`src/rtl/xbee_tx_pkg.sv`:
```
// Shared definitions for the XBee transmit-side byte scheduler:
// FSM state encoding and default sizing.
package xbee_tx_pkg;

  localparam int N_DEF       = 4;
  localparam int DW_DEF      = 8;
  localparam int TIMEOUT_DEF = 50000;
  localparam int TO_W_DEF    = 16;

  typedef enum logic [1:0] {
    IDLE  = 2'd0,
    START = 2'd1,
    WAIT  = 2'd2,
    HOLD  = 2'd3
  } state_t;

endpackage

```
`src/rtl/rr_pick.sv`:
```
// Combinational round-robin picker: first requester at or after ptr,
// wrapping modulo N, returned both one-hot and as an index.
module rr_pick #(
  parameter int N  = 4,
  parameter int PW = $clog2(N)
) (
  input  logic [N-1:0]  req,
  input  logic [PW-1:0] ptr,
  output logic [N-1:0]  win_oh,
  output logic [PW-1:0] win_idx,
  output logic          win_valid
);

  always_comb begin
    logic [PW-1:0] idx;
    // NOTE: every output gets a default first so no path leaves a latch.
    win_oh    = '0;
    win_idx   = '0;
    win_valid = 1'b0;
    idx       = '0;
    for (int k = 0; k < N; k++) begin
      idx = PW'((int'(ptr) + k) % N);
      if (!win_valid && req[idx]) begin
        win_valid   = 1'b1;
        win_oh[idx] = 1'b1;
        win_idx     = idx;
      end
    end
  end

endmodule

```
`src/rtl/tx_arbiter.sv`:
```
// Round-robin owner of the shared UART serializer with a completion timeout.
// Define BURST_LOCK_EN to keep the grant across a multi-byte frame (HOLD state).
module tx_arbiter
  import xbee_tx_pkg::*;
#(
  parameter int N       = N_DEF,
  parameter int DW      = DW_DEF,
  parameter int TIMEOUT = TIMEOUT_DEF,
  parameter int TO_W    = TO_W_DEF
) (
  input  logic            clk,
  input  logic            reset,
  input  logic [N-1:0]    req,
  input  logic [N*DW-1:0] data,
  input  logic [N-1:0]    last,
  output logic [N-1:0]    ack,
  output logic [N-1:0]    grant,
  output logic            tx_start,
  output logic [DW-1:0]   tx_data,
  input  logic            tx_done,
  output logic            busy,
  output logic            err
);

  localparam int PW = $clog2(N);

  state_t          state;
  logic [PW-1:0]   ptr;
  logic [PW-1:0]   owner;
  logic [TO_W-1:0] cnt;

  logic [N-1:0]    win_oh;
  logic [PW-1:0]   win_idx;
  logic            win_valid;
  logic [DW-1:0]   win_byte;
  logic [PW-1:0]   next_ptr;
  logic            timed_out;
  logic            rel_done;
  logic            abort;

  rr_pick #(.N(N), .PW(PW)) u_pick (
    .req       (req),
    .ptr       (ptr),
    .win_oh    (win_oh),
    .win_idx   (win_idx),
    .win_valid (win_valid)
  );

  assign next_ptr  = (owner == PW'(N - 1)) ? '0 : owner + 1'b1;
  assign timed_out = (cnt == TO_W'(TIMEOUT - 1));

`ifdef BURST_LOCK_EN
  logic          last_q;
  logic [DW-1:0] own_byte;
  logic          own_last;
  logic          own_req;
  logic          win_last;

  always_comb begin
    win_byte = '0;
    win_last = 1'b0;
    own_byte = '0;
    own_last = 1'b0;
    own_req  = 1'b0;
    for (int i = 0; i < N; i++) begin
      if (win_idx == PW'(i)) begin
        win_byte = data[i*DW +: DW];
        win_last = last[i];
      end
      if (owner == PW'(i)) begin
        own_byte = data[i*DW +: DW];
        own_last = last[i];
        own_req  = req[i];
      end
    end
  end

  // A byte that is not the end of its frame keeps the grant instead of releasing.
  assign rel_done = (state == WAIT) && tx_done && last_q;
  assign abort    = ((state == WAIT) && !tx_done && timed_out) ||
                    ((state == HOLD) && !own_req && timed_out);
`else
  logic unused_last;
  assign unused_last = ^last;

  always_comb begin
    win_byte = '0;
    for (int i = 0; i < N; i++)
      if (win_idx == PW'(i)) win_byte = data[i*DW +: DW];
  end

  assign rel_done = (state == WAIT) && tx_done;
  assign abort    = (state == WAIT) && !tx_done && timed_out;
`endif

  always_ff @(posedge clk) begin
    if (reset) begin
      // NOTE: synchronous reset clears every register; the serializer itself is left running.
      state    <= IDLE;
      ptr      <= '0;
      owner    <= '0;
      cnt      <= '0;
      grant    <= '0;
      ack      <= '0;
      tx_start <= 1'b0;
      tx_data  <= '0;
      busy     <= 1'b0;
      err      <= 1'b0;
`ifdef BURST_LOCK_EN
      last_q   <= 1'b0;
`endif
    end else begin
      // NOTE: non-blocking assignments throughout; pulses default low each cycle.
      ack      <= '0;
      tx_start <= 1'b0;
      err      <= 1'b0;
      if (rel_done || abort) begin
        err   <= abort;
        grant <= '0;
        busy  <= 1'b0;
        ptr   <= next_ptr;
        state <= IDLE;
      end else begin
        unique case (state)
          IDLE: if (win_valid) begin
            grant    <= win_oh;
            owner    <= win_idx;
            tx_data  <= win_byte;
            ack      <= win_oh;
            tx_start <= 1'b1;
            busy     <= 1'b1;
            cnt      <= '0;
`ifdef BURST_LOCK_EN
            last_q   <= win_last;
`endif
            state    <= START;
          end
          START: begin
            cnt   <= cnt + 1'b1;
            state <= WAIT;
          end
          WAIT: begin
`ifdef BURST_LOCK_EN
            if (tx_done) begin
              cnt   <= '0;
              state <= HOLD;
            end else
`endif
            cnt <= cnt + 1'b1;
          end
`ifdef BURST_LOCK_EN
          HOLD: if (own_req) begin
            tx_data  <= own_byte;
            last_q   <= own_last;
            ack      <= grant;
            tx_start <= 1'b1;
            cnt      <= '0;
            state    <= START;
          end else begin
            cnt <= cnt + 1'b1;
          end
`endif
          default: state <= IDLE;
        endcase
      end
    end
  end

endmodule

```
`config.mk`:
```
export PLATFORM = sky130hd
export DESIGN_NAME = tx_arbiter
export DESIGN_NICKNAME = d
export VERILOG_FILES = /design/src/rtl/xbee_tx_pkg.sv /design/src/rtl/rr_pick.sv /design/src/rtl/tx_arbiter.sv
export SDC_FILE = /design/constraint.sdc
export NUM_CORES = 1
export LEC_CHECK = 0
export BUFFER_PORTS_ARGS = -buffer_cell sky130_fd_sc_hd__buf_2
export CAP_MARGIN = 15
export CORE_ASPECT_RATIO = 0.8
export CORE_UTILIZATION = 50
export CTS_BUF_LIST = sky130_fd_sc_hd__clkbuf_8 sky130_fd_sc_hd__clkbuf_16
export DETAILED_ROUTE_END_ITERATION = 10
export PLACE_DENSITY = 0.76
export SYNTH_ARGS = -nofsm -noshare
export SYNTH_HDL_FRONTEND = slang
export SYNTH_SLANG_ARGS = --single-unit
```
`constraint.sdc`:
```
create_clock -name clk -period 3.05 [get_ports clk]
set_input_delay 0.4575 -clock clk [delete_from_list [all_inputs] [get_ports clk]]
set_output_delay 0.4575 -clock clk [all_outputs]
set_load 0.01 [all_outputs]
```
==> results of run 1 <==
## registers in the layout, indices dropped and copies added (netlist names)
name,count
err,1
tx_start,1
ack,4
busy,1
state,2
grant,4
tx_data,8
owner,2
ptr,2
cnt,16
## worst max path at each step
stage           start    endpoint  slack (ns)  cells after the start
6_report       ptr[1]    owner[1]        0.26                      8
5_1_grt        ptr[1]    owner[1]        0.03                      8
4_1_cts        ptr[1]  tx_data[3]        0.26                      8
3_5_place_dp   ptr[1]    owner[0]        0.30                      8
3_3_place_gp   ptr[1]  tx_data[3]        0.34                      8
2_1_floorplan  ptr[1]  tx_data[4]        0.29                     10
## power by group
| group | switching (uW) | internal, uW | total (uW) | leakage [uW] |
|---|---|---|---|---|
| clock | 176 | 176 | 352 | 0.0000485 |
| sequential | 52.9 | 623 | 676 | 0.000334 |
| combinational | 360 | 251 | 611 | 0.000769 |
## metrics by stage
stage / worst slack, ns / hold WS (ns) / utilization (%) / area (um^2)
after floorplan: 0.287 / 0.455 / - / 2440
after global placement: 0.339 / 0.453 / 59.8 / 2760
after detailed placement: 0.299 / 0.458 / 59.8 / 2760
after CTS: 0.259 / 0.442 / 61.6 / 2850
after global routing: 0.0268 / 0.461 / 61.7 / 2850
final: 0.260 / 0.443 / 61.7 / 2850
## kinds of logic (layout without fill, tap and decap cells)
logic type / Yosys count / after routing / synth area share, %
buffers and inverters: 22 / 77 / 4.21
flip-flops: 41 / 41 / 33.7
multiplexers: 21 / 21 / 11.2
AND/OR/NAND/NOR: 117 / 117 / 25.1
adder cells (fa/ha/maj): 14 / 14 / 7.18
AO/OA/AOI/OAI: 47 / 47 / 14.0
XOR/XNOR: 13 / 13 / 4.67
## metal layers
metal	vias up	routed length, um	GRT usage (%)
met5	-	0	0
li1	1117	-	-
met2	84	2370	35.9
met1	1016	2550	29.6
met3	9	421	5.21
met4	0	70	6.70
## worst max-delay path, stage by stage, from the launching register on
cell and delay, ns:
dfxtp_1 0.33, inv_1 0.12, ha_1 0.44, mux4_2 0.47, nor4_2 0.42, and2b_1 0.26
nand2_1 0.34, mux2i_1 0.25, nor2_1 0.05
## repair_timing
item	CTS	global route
hold buffers	0	0
setup endpoints to repair	0	6
buffers inserted	0	0
resized for setup	0	1
## area by class of cell
class | instances | area (um^2)
repair buffers | 62 | 323
flip-flops and latches | 41 | 821
fillers | 411 | 1770
inverters | 8 | 30.0
clock buffers | 6 | 82.6
multi-input cells | 212 | 1520
clock inverters | 1 | 3.75
well taps | 60 | 75.1
## cells in the final DEF (no fill, tap or decap), drive strengths merged, types with 6 or more instances in the layout
cell type and count:
buf 62, xor2 7, ha 14, o221ai 8, nor2 24, nand3 16
nor3 6, dfxtp 41, inv 8, and2 6, nand4 9, a21oi 9
nand2 24, xnor2 6, mux2i 16, nor2b 7, o21ai 7, clkbuf 6
nor4 9
==> flow_summary_export.csv, run 1 <==
group,metric,value,unit
sta,slew_headroom,50.8,%
die,die_y,64.5,um
setup_path,r2r_cells,8,
sta,clock_skew,0.00571,ns
drt,post-route-drc-count,0,
pwr,power,1640,uW
sta,fmax,358,MHz
setup_path,reg2reg_slack,0.26,ns
logic_synthesis,synth-seq-cells,41,
placement,port_buffers,57,
die,io_pins,62,
sta,final-setup-viol-count,0,
setup_path,r2r-start,"ptr[1]",
hold_path,min_path_type,"input pin to flip-flop",
placement,dp.cells,383,
setup_path,cp-end-kind,"flip-flop",
sta,setup-tns-final,0,ns
cells_and_area,synthToLayoutAreaGrowth,17.0,%
setup_path,crit_path_start_kind,"flip-flop",
sta,drv_slew,0,
cells_and_area,nets,387,
clock_tree,htreeDepth,2,
cells_and_area,drive_gt1_share,24.2,%
die,start_util,52.7,%
setup_path,arrival,2.98,ns
job,cap_violations,0,
logic_synthesis,ys_seq_area_share,33.7,%
logic_synthesis,netlist.top_cell.by_area,"dfxtp_1",
logic_synthesis,synth_most_common_cell,"dfxtp_1",
pwr,irDropWorstVdd,0.000267,V
status,status,"complete, no violations",
grt,grt_pass1_wl,9.05,mm
clock_tree,clockBufferDepth,2,
drt,ant_nets,0,
hold_path,min_to,"err",
grt,grt_max_degree,17,
clock_tree,cts_num_sinks,41,
logic_synthesis,yosysUniqueCellTypes,46,
setup_path,cp.required,3.24,ns
logic_synthesis,synthCells,275,
logic_synthesis,synth_area,0.00244,mm^2
sta,min_period,2.79,ns
logic_synthesis,post-synth-top-area-fraction,33.7,%
setup_path,worst-path-max-fanout,12,
logic_synthesis,synth_area_per_cell,8.87,um^2
drt,dr.pass1.iters,4,
clock_tree,cts_tree,"done",
logic_synthesis,yosys-top-cells-area,"dfxtp_1 34%, ha_1 7.2%, mux2i_1 6.6%",
clock_tree,clk_latency,0.29,ns
cells_and_area,antenna_cells,0,
die,die_w,80.1,um
hold_path,worstHoldStart,"tx_done",
logic_synthesis,synthTopCellsByCount,"41 x dfxtp_1, 24 x nor2_1, 23 x nand2_1",
die,die_area,0.00516,mm^2
sta,tightest_slew,0.730,ns
die,rows,22,
logic_synthesis,synth_edf_count,0,
cells_and_area,fin_cells,390,
grt,antenna_found_initial,0,
drt,wl_per_cell,13.9,um
clock_tree,ctsRootBufferMaster,"clkbuf_8",
logic_synthesis,synth_nets,332,
logic_synthesis,synth-warning-count,0,
setup_path,r2r_end,"owner[1]",
die,core-area,0.00462,mm^2
grt,grt_pass1_vias,2002,
pwr,power_density,575,mW/mm^2
drt,wl,5.41,mm
sta,period_share,91.5,%
clock_tree,clkTransAtPathRegs,0.08,ns
grt,grt.total_usage,22.3,%
hold_path,hold_path_depth,4,
placement,gp_congestion,0.862,
pwr,p_leak,0.00115,uW
drt,viasPerCell,5.71,
sta,finalHoldViolCount,0,
drt,vias,2226,
sta,rsz0062_at_grt,"false",
setup_path,crit_type,"flip-flop to flip-flop",
placement,hpwl,3.98,mm
clock_tree,cts_buffers,5,
grt,grt_overflow,0,
logic_synthesis,synthFlopType,"dfxtp_1",
logic_synthesis,synthArstFlopShare,0,%
drt,drt_iter0_drc,145,
No activity file was read; power rests on OpenSTA's default activity.
==> inputs of run 2 (changes only) <==
==> constraint.sdc (replaced) <==
create_clock -name clk -period 3.05 [get_ports clk]
set_input_delay 0.305 -clock clk [delete_from_list [all_inputs] [get_ports clk]]
set_output_delay 0.305 -clock clk [all_outputs]
set_load 0.01 [all_outputs]
==> run 2 against run 1 <==
Via count increased by 0.45%; wire length increased by 0.98%; sequential power about the same; clock power grew 45%; count of clock-buffer cells in the layout down 1; power rose by 9.8%; register-to-register slack improved by 0.02 ns; core utilization rose by 1.0 points; critical path type unchanged; critical endpoint unchanged; highest routed layer unchanged.
==> flow_summary_export.csv, run 2 (synthesis gave the netlist of run 1 again) <==
group,metric,value,unit
setup_path,arrival,2.95,ns
drt,ant_nets,0,
cells_and_area,antenna_cells,0,
sta,slew_headroom,52.1,%
sta,setup-tns-final,0,ns
cells_and_area,synthToLayoutAreaGrowth,18.9,%
clock_tree,ctsRootBufferMaster,"clkbuf_8",
clock_tree,htreeDepth,2,
cells_and_area,final_core_util,62.7,%
hold_path,worstHoldStart,"tx_done",
setup_path,cp-end-kind,"flip-flop",
setup_path,startpoint,"ptr[1]",
grt,grt_pass1_vias,2015,
cells_and_area,largest_register,"cnt",
clock_tree,cts_buffers,5,
drt,post-route-drc-count,0,
setup_path,r2r-start,"ptr[1]",
job,cap_violations,0,
clock_tree,hold_buffers,0,
grt,antenna_found_initial,0,
cells_and_area,mostFrequentLayoutCell,"buf_2",
sta,finalHoldViolCount,0,
placement,hpwl,4.07,mm
cells_and_area,fillCellCount,378,
hold_path,hold_path_depth,4,
pwr,p_leak,0.00117,uW
cells_and_area,fin_area,0.00290,mm^2
sta,clock_skew,0.0107,ns
setup_path,crit_type,"flip-flop to flip-flop",
sta,rsz0062_at_grt,"false",
pwr,power_density,621,mW/mm^2
die,die_y,64.5,um
placement,port_buffers,57,
placement,dp.cells,383,
grt,grt_max_degree,17,
placement,pre_cts_ws,0.297,ns
cells_and_area,fin_cells,391,
hold_path,min_path_type,"input pin to flip-flop",
clock_tree,clockBufferDepth,2,
sta,period_share,90.7,%
sta,final-setup-viol-count,0,
clock_tree,post_cts_buffers,0,
drt,viasPerCell,5.72,
setup_path,r2r_cells,8,
drt,vias,2236,
grt,grt.total_usage,22.8,%
setup_path,r2r_end,"owner[1]",
cells_and_area,final_cell_mix,"57 x buf_2, 41 x dfxtp_1, 23 x nand2_1, 23 x nor2_1",
cells_and_area,drive_gt1_share,24.8,%
die,rows,22,
drt,wl,5.46,mm
grt,grt_overflow,0,
clock_tree,cts_tree,"done",
hold_path,min_to,"err",
placement,gp_congestion,0.854,
clock_tree,clkTransAtPathRegs,0.07,ns
sta,tightest_slew,0.712,ns
clock_tree,cts_num_sinks,41,
sta,final.setup.worst_slack,0.284,ns
sta,min_period,2.77,ns
drt,wl_per_cell,14.0,um
die,io_pins,62,
setup_path,cp.required,3.23,ns
cells_and_area,nets,387,
sta,fmax,362,MHz
pwr,irDropWorstVdd,0.000296,V
status,status,"complete, no violations",
cells_and_area,reg_top3,"cnt x16, tx_data x8",
setup_path,worst-path-max-fanout,12,
placement,postPlaceCellArea,0.00276,mm^2
setup_path,crit_path_start_kind,"flip-flop",
die,core-area,0.00462,mm^2
setup_path,reg2reg_slack,0.28,ns
die,start_util,52.7,%
grt,grt_pass1_wl,9.18,mm
die,die_w,80.1,um
die,die_area,0.00516,mm^2
cells_and_area,largest_register_ffs,16,
drt,drt_iter0_drc,147,
drt,dr.pass1.iters,4,
clock_tree,clk_latency,0.29,ns
sta,drv_slew,0,
-- run 2: cell type report --
type	count	area [um^2]	share of cell area, %
sequential	41	821	28.3
clock inverter	3	65.1	2.24
inverter	8	30.0	1.04
clock buffer	5	68.8	2.37
tap	60	75.1	2.59
multi-input combinational	212	1520	52.3
timing repair buffer	62	323	11.1
-- run 2: per-stage QoR --
| step | hold slack (ns) | power (uW) |
|---|---|---|
| final | 0.302 | 1800 |
| after global routing | 0.320 | 1920 |
| after global placement | 0.452 | 1280 |
| after floorplan | 0.455 | 1120 |
| after CTS | 0.301 | 1810 |
| after detailed placement | 0.456 | 1300 |
-- run 2: report_power, final --
part | internal [uW] | leakage [uW] | switching (uW) | total (uW)
Sequential | 623 | 0.000334 | 51.6 | 675
Clock | 325 | 0.0000681 | 185 | 510
Combinational | 253 | 0.000769 | 363 | 616
Total | 1200 | 0.00117 | 599 | 1800
-- run 2: how the worst max path moves through the flow --
stage / end / cells past startpoint
3_3_place_gp: tx_data[3] / 8
2_1_floorplan: tx_data[4] / 10
5_1_grt: owner[1] / 8
6_report: owner[1] / 8
3_5_place_dp: tx_data[6] / 8
4_1_cts: owner[0] / 8
-- run 2: critical path, cell delays in order, from the launching register on --
cell and delay (ns):
dfxtp_1 0.33, inv_1 0.12, ha_1 0.44, mux4_2 0.47, nor4_2 0.42, and2b_1 0.26, nand2_1 0.33, mux2i_1 0.23
nor2_1 0.05
-- run 2: per-layer routing --
metal  part of all wire (%)  track usage [%]  vias to the layer above
met5                      0                0                        -
li1                       -                -                     1126
met1                     47             30.4                     1025
met4                   0.55             6.70                        0
met2                     45             37.6                       82
met3                    7.0             3.94                        3
-- run 2: what timing repair did --
item                                    CTS  global route
endpoints found under the hold margin     0             0
endpoints found under the setup margin    0             3
resized for setup                         0             1
==> inputs of run 3 (changes only) <==
--- a/config.mk
+++ b/config.mk
@@ -12,6 +12,8 @@
 export CTS_BUF_LIST = sky130_fd_sc_hd__clkbuf_8 sky130_fd_sc_hd__clkbuf_16
 export DETAILED_ROUTE_END_ITERATION = 10
 export PLACE_DENSITY = 0.76
+export SETUP_SLACK_MARGIN = 0.3
+export SKIP_LAST_GASP = 1
 export SYNTH_ARGS = -nofsm -noshare
 export SYNTH_HDL_FRONTEND = slang
 export SYNTH_SLANG_ARGS = --single-unit
==> run 3 against run 2 <==
Combinational power increased by 3%; first-iteration DRC count increased by 16%; via count decreased by 1.7%; design area decreased by 0.52%; clock power decreased by 34%; register-to-register slack improved by 0.17 ns; hold slack got worse by 0.0076 ns; die area unchanged; count of clock-buffer cells in the layout unchanged; worst setup slack improved by 0.17 ns; core utilization decreased by 0.32 points; cell count increased by 0.26%.
==> flow_summary_export.csv, run 3 (synthesis gave the netlist of run 1 again) <==
group,metric,value,unit
drt,drt_iter0_drc,171,
pwr,power_density,569,mW/mm^2
sta,period_share,85.1,%
placement,port_buffers,57,
sta,tightest_slew,0.691,ns
clock_tree,clockBufferDepth,2,
placement,dp.cells,382,
clock_tree,cts_num_sinks,41,
setup_path,crit_type,"flip-flop to flip-flop",
cells_and_area,reg_top3,"cnt x16, tx_data x8",
setup_path,cp_top_family,"multiplexers",
pwr,p_leak,0.00116,uW
die,die_area,0.00516,mm^2
clock_tree,hold_buffers,0,
setup_path,worst-path-max-fanout,14,
hold_path,min_path_type,"input pin to flip-flop",
setup_path,crit_path_start_kind,"flip-flop",
job,cap_violations,0,
clock_tree,htreeDepth,2,
setup_path,r2r_end,"tx_data[4]",
drt,ant_nets,0,
pwr,irDropWorstVdd,0.000293,V
cells_and_area,multi_input_area,0.00155,mm^2
setup_path,cp_cell_sequence,"buf_4 > mux4_2 > nor2b_1 > o21ai_2 > nand2_2 > mux4_2 > a22o_1",
sta,finalHoldViolCount,0,
cells_and_area,final_core_util,62.4,%
setup_path,reg2reg_slack,0.45,ns
cells_and_area,fin_cells,392,
setup_path,cp-end-kind,"flip-flop",
sta,final.setup.worst_slack,0.454,ns
setup_path,r2r_cells,7,
clock_tree,clkTransAtPathRegs,0.07,ns
die,start_util,52.7,%
sta,setup-tns-final,0,ns
die,core-area,0.00462,mm^2
grt,grt_max_degree,17,
cells_and_area,drive_gt1_share,25.6,%
cells_and_area,largest_register,"cnt",
sta,clock_skew,0.00247,ns
status,status,"complete, no violations",
cells_and_area,seq_area,821,um^2
cells_and_area,nets,388,
die,rows,22,
setup_path,slowest_stage,"mux4_2",
grt,grt_pass1_vias,2059,
setup_path,arrival,2.79,ns
drt,post-route-drc-count,0,
drt,vias,2197,
die,die_w,80.1,um
sta,rsz0062_at_grt,"false",
die,io_pins,62,
grt,grt_pass1_wl,9.14,mm
setup_path,cp_common_cell,"mux4_2",
cells_and_area,synthToLayoutAreaGrowth,18.3,%
cells_and_area,fillCellCount,405,
grt,antenna_found_initial,0,
sta,drv_slew,0,
setup_path,r2r-start,"ptr[0]",
cells_and_area,final_cell_mix,"57 x buf_2, 41 x dfxtp_1, 23 x nor2_1, 22 x nand2_1",
placement,postPlaceCellArea,0.00277,mm^2
grt,grt.total_usage,22.6,%
sta,min_period,2.60,ns
clock_tree,cts_buffers,5,
sta,final-setup-viol-count,0,
setup_path,critPathBufInv,1,
sta,slew_headroom,53.5,%
placement,pre_cts_ws,0.400,ns
hold_path,min_to,"err",
sta,fmax,385,MHz
clock_tree,cts_tree,"done",
drt,dr.pass1.iters,4,
placement,gp_congestion,0.838,
setup_path,max_stage_delay,0.63,ns
clock_tree,ctsRootBufferMaster,"clkbuf_8",
drt,wl_per_cell,14.0,um
cells_and_area,largest_register_ffs,16,
clock_tree,clk_latency,0.29,ns
hold_path,worstHoldStart,"tx_done",
placement,hpwl,4.08,mm
drt,wl,5.49,mm
cells_and_area,antenna_cells,0,
cells_and_area,mostFrequentLayoutCell,"buf_2",
drt,viasPerCell,5.60,
hold_path,hold_path_depth,4,
cells_and_area,fin_area,0.00289,mm^2
setup_path,cp.required,3.24,ns
die,die_y,64.5,um
grt,grt_overflow,0,
[run 3: worst min-delay path, cell delays in order]
cell,delay (ns)
buf_2,0.09
nor2_1,0.04
nand2_1,0.06
nor3_1,0.05
[run 3: routing by layer]
metal  global-route usage, %  part of all wire [%]
met5                       0                     0
met4                    8.26                   1.3
met3                    4.65                   6.6
met2                    34.8                    43
met1                    31.3                    49
[run 3: area by class of cell]
type	instances	area share (%)
clock inverter	3	0.477
timing repair buffer	63	11.4
inverter	8	1.04
clock buffer	5	2.39
tap	60	2.60
sequential	41	28.4
multi-input combinational	212	53.6
[run 3: per-stage QoR]
step	hold WS [ns]	total power, uW
2_1_floorplan	0.455	1120
3_3_place_gp	0.458	1280
3_5_place_dp	0.461	1300
4_1_cts	0.286	1640
5_1_grt	0.300	1750
6_report	0.295	1640
[run 3: worst max path at each step]
| stage | start | to | slack (ns) | cells after the start |
|---|---|---|---|---|
| floorplan | ptr[1] | tx_data[4] | 0.36 | 10 |
| global placement | ptr[1] | tx_data[3] | 0.46 | 8 |
| detailed placement | ptr[1] | tx_data[3] | 0.40 | 8 |
| CTS | ptr[1] | tx_data[3] | 0.38 | 8 |
| global route | state[0] | cnt[14] | 0.33 | 7 |
| finish | ptr[0] | tx_data[4] | 0.45 | 7 |
[run 3: timing repair]
item / in CTS / in global routing
setup buffers: 0 / 2
resized for setup: 0 / 4
endpoints found under the setup margin: 0 / 12
[run 3: power by group]
group          leakage [uW]  switching, uW  internal, uW  total (uW)
clock             0.0000491            181           155         336
combinational      0.000777            368           265         632
sequential         0.000334           50.3           623         674
total               0.00116            599          1040        1640
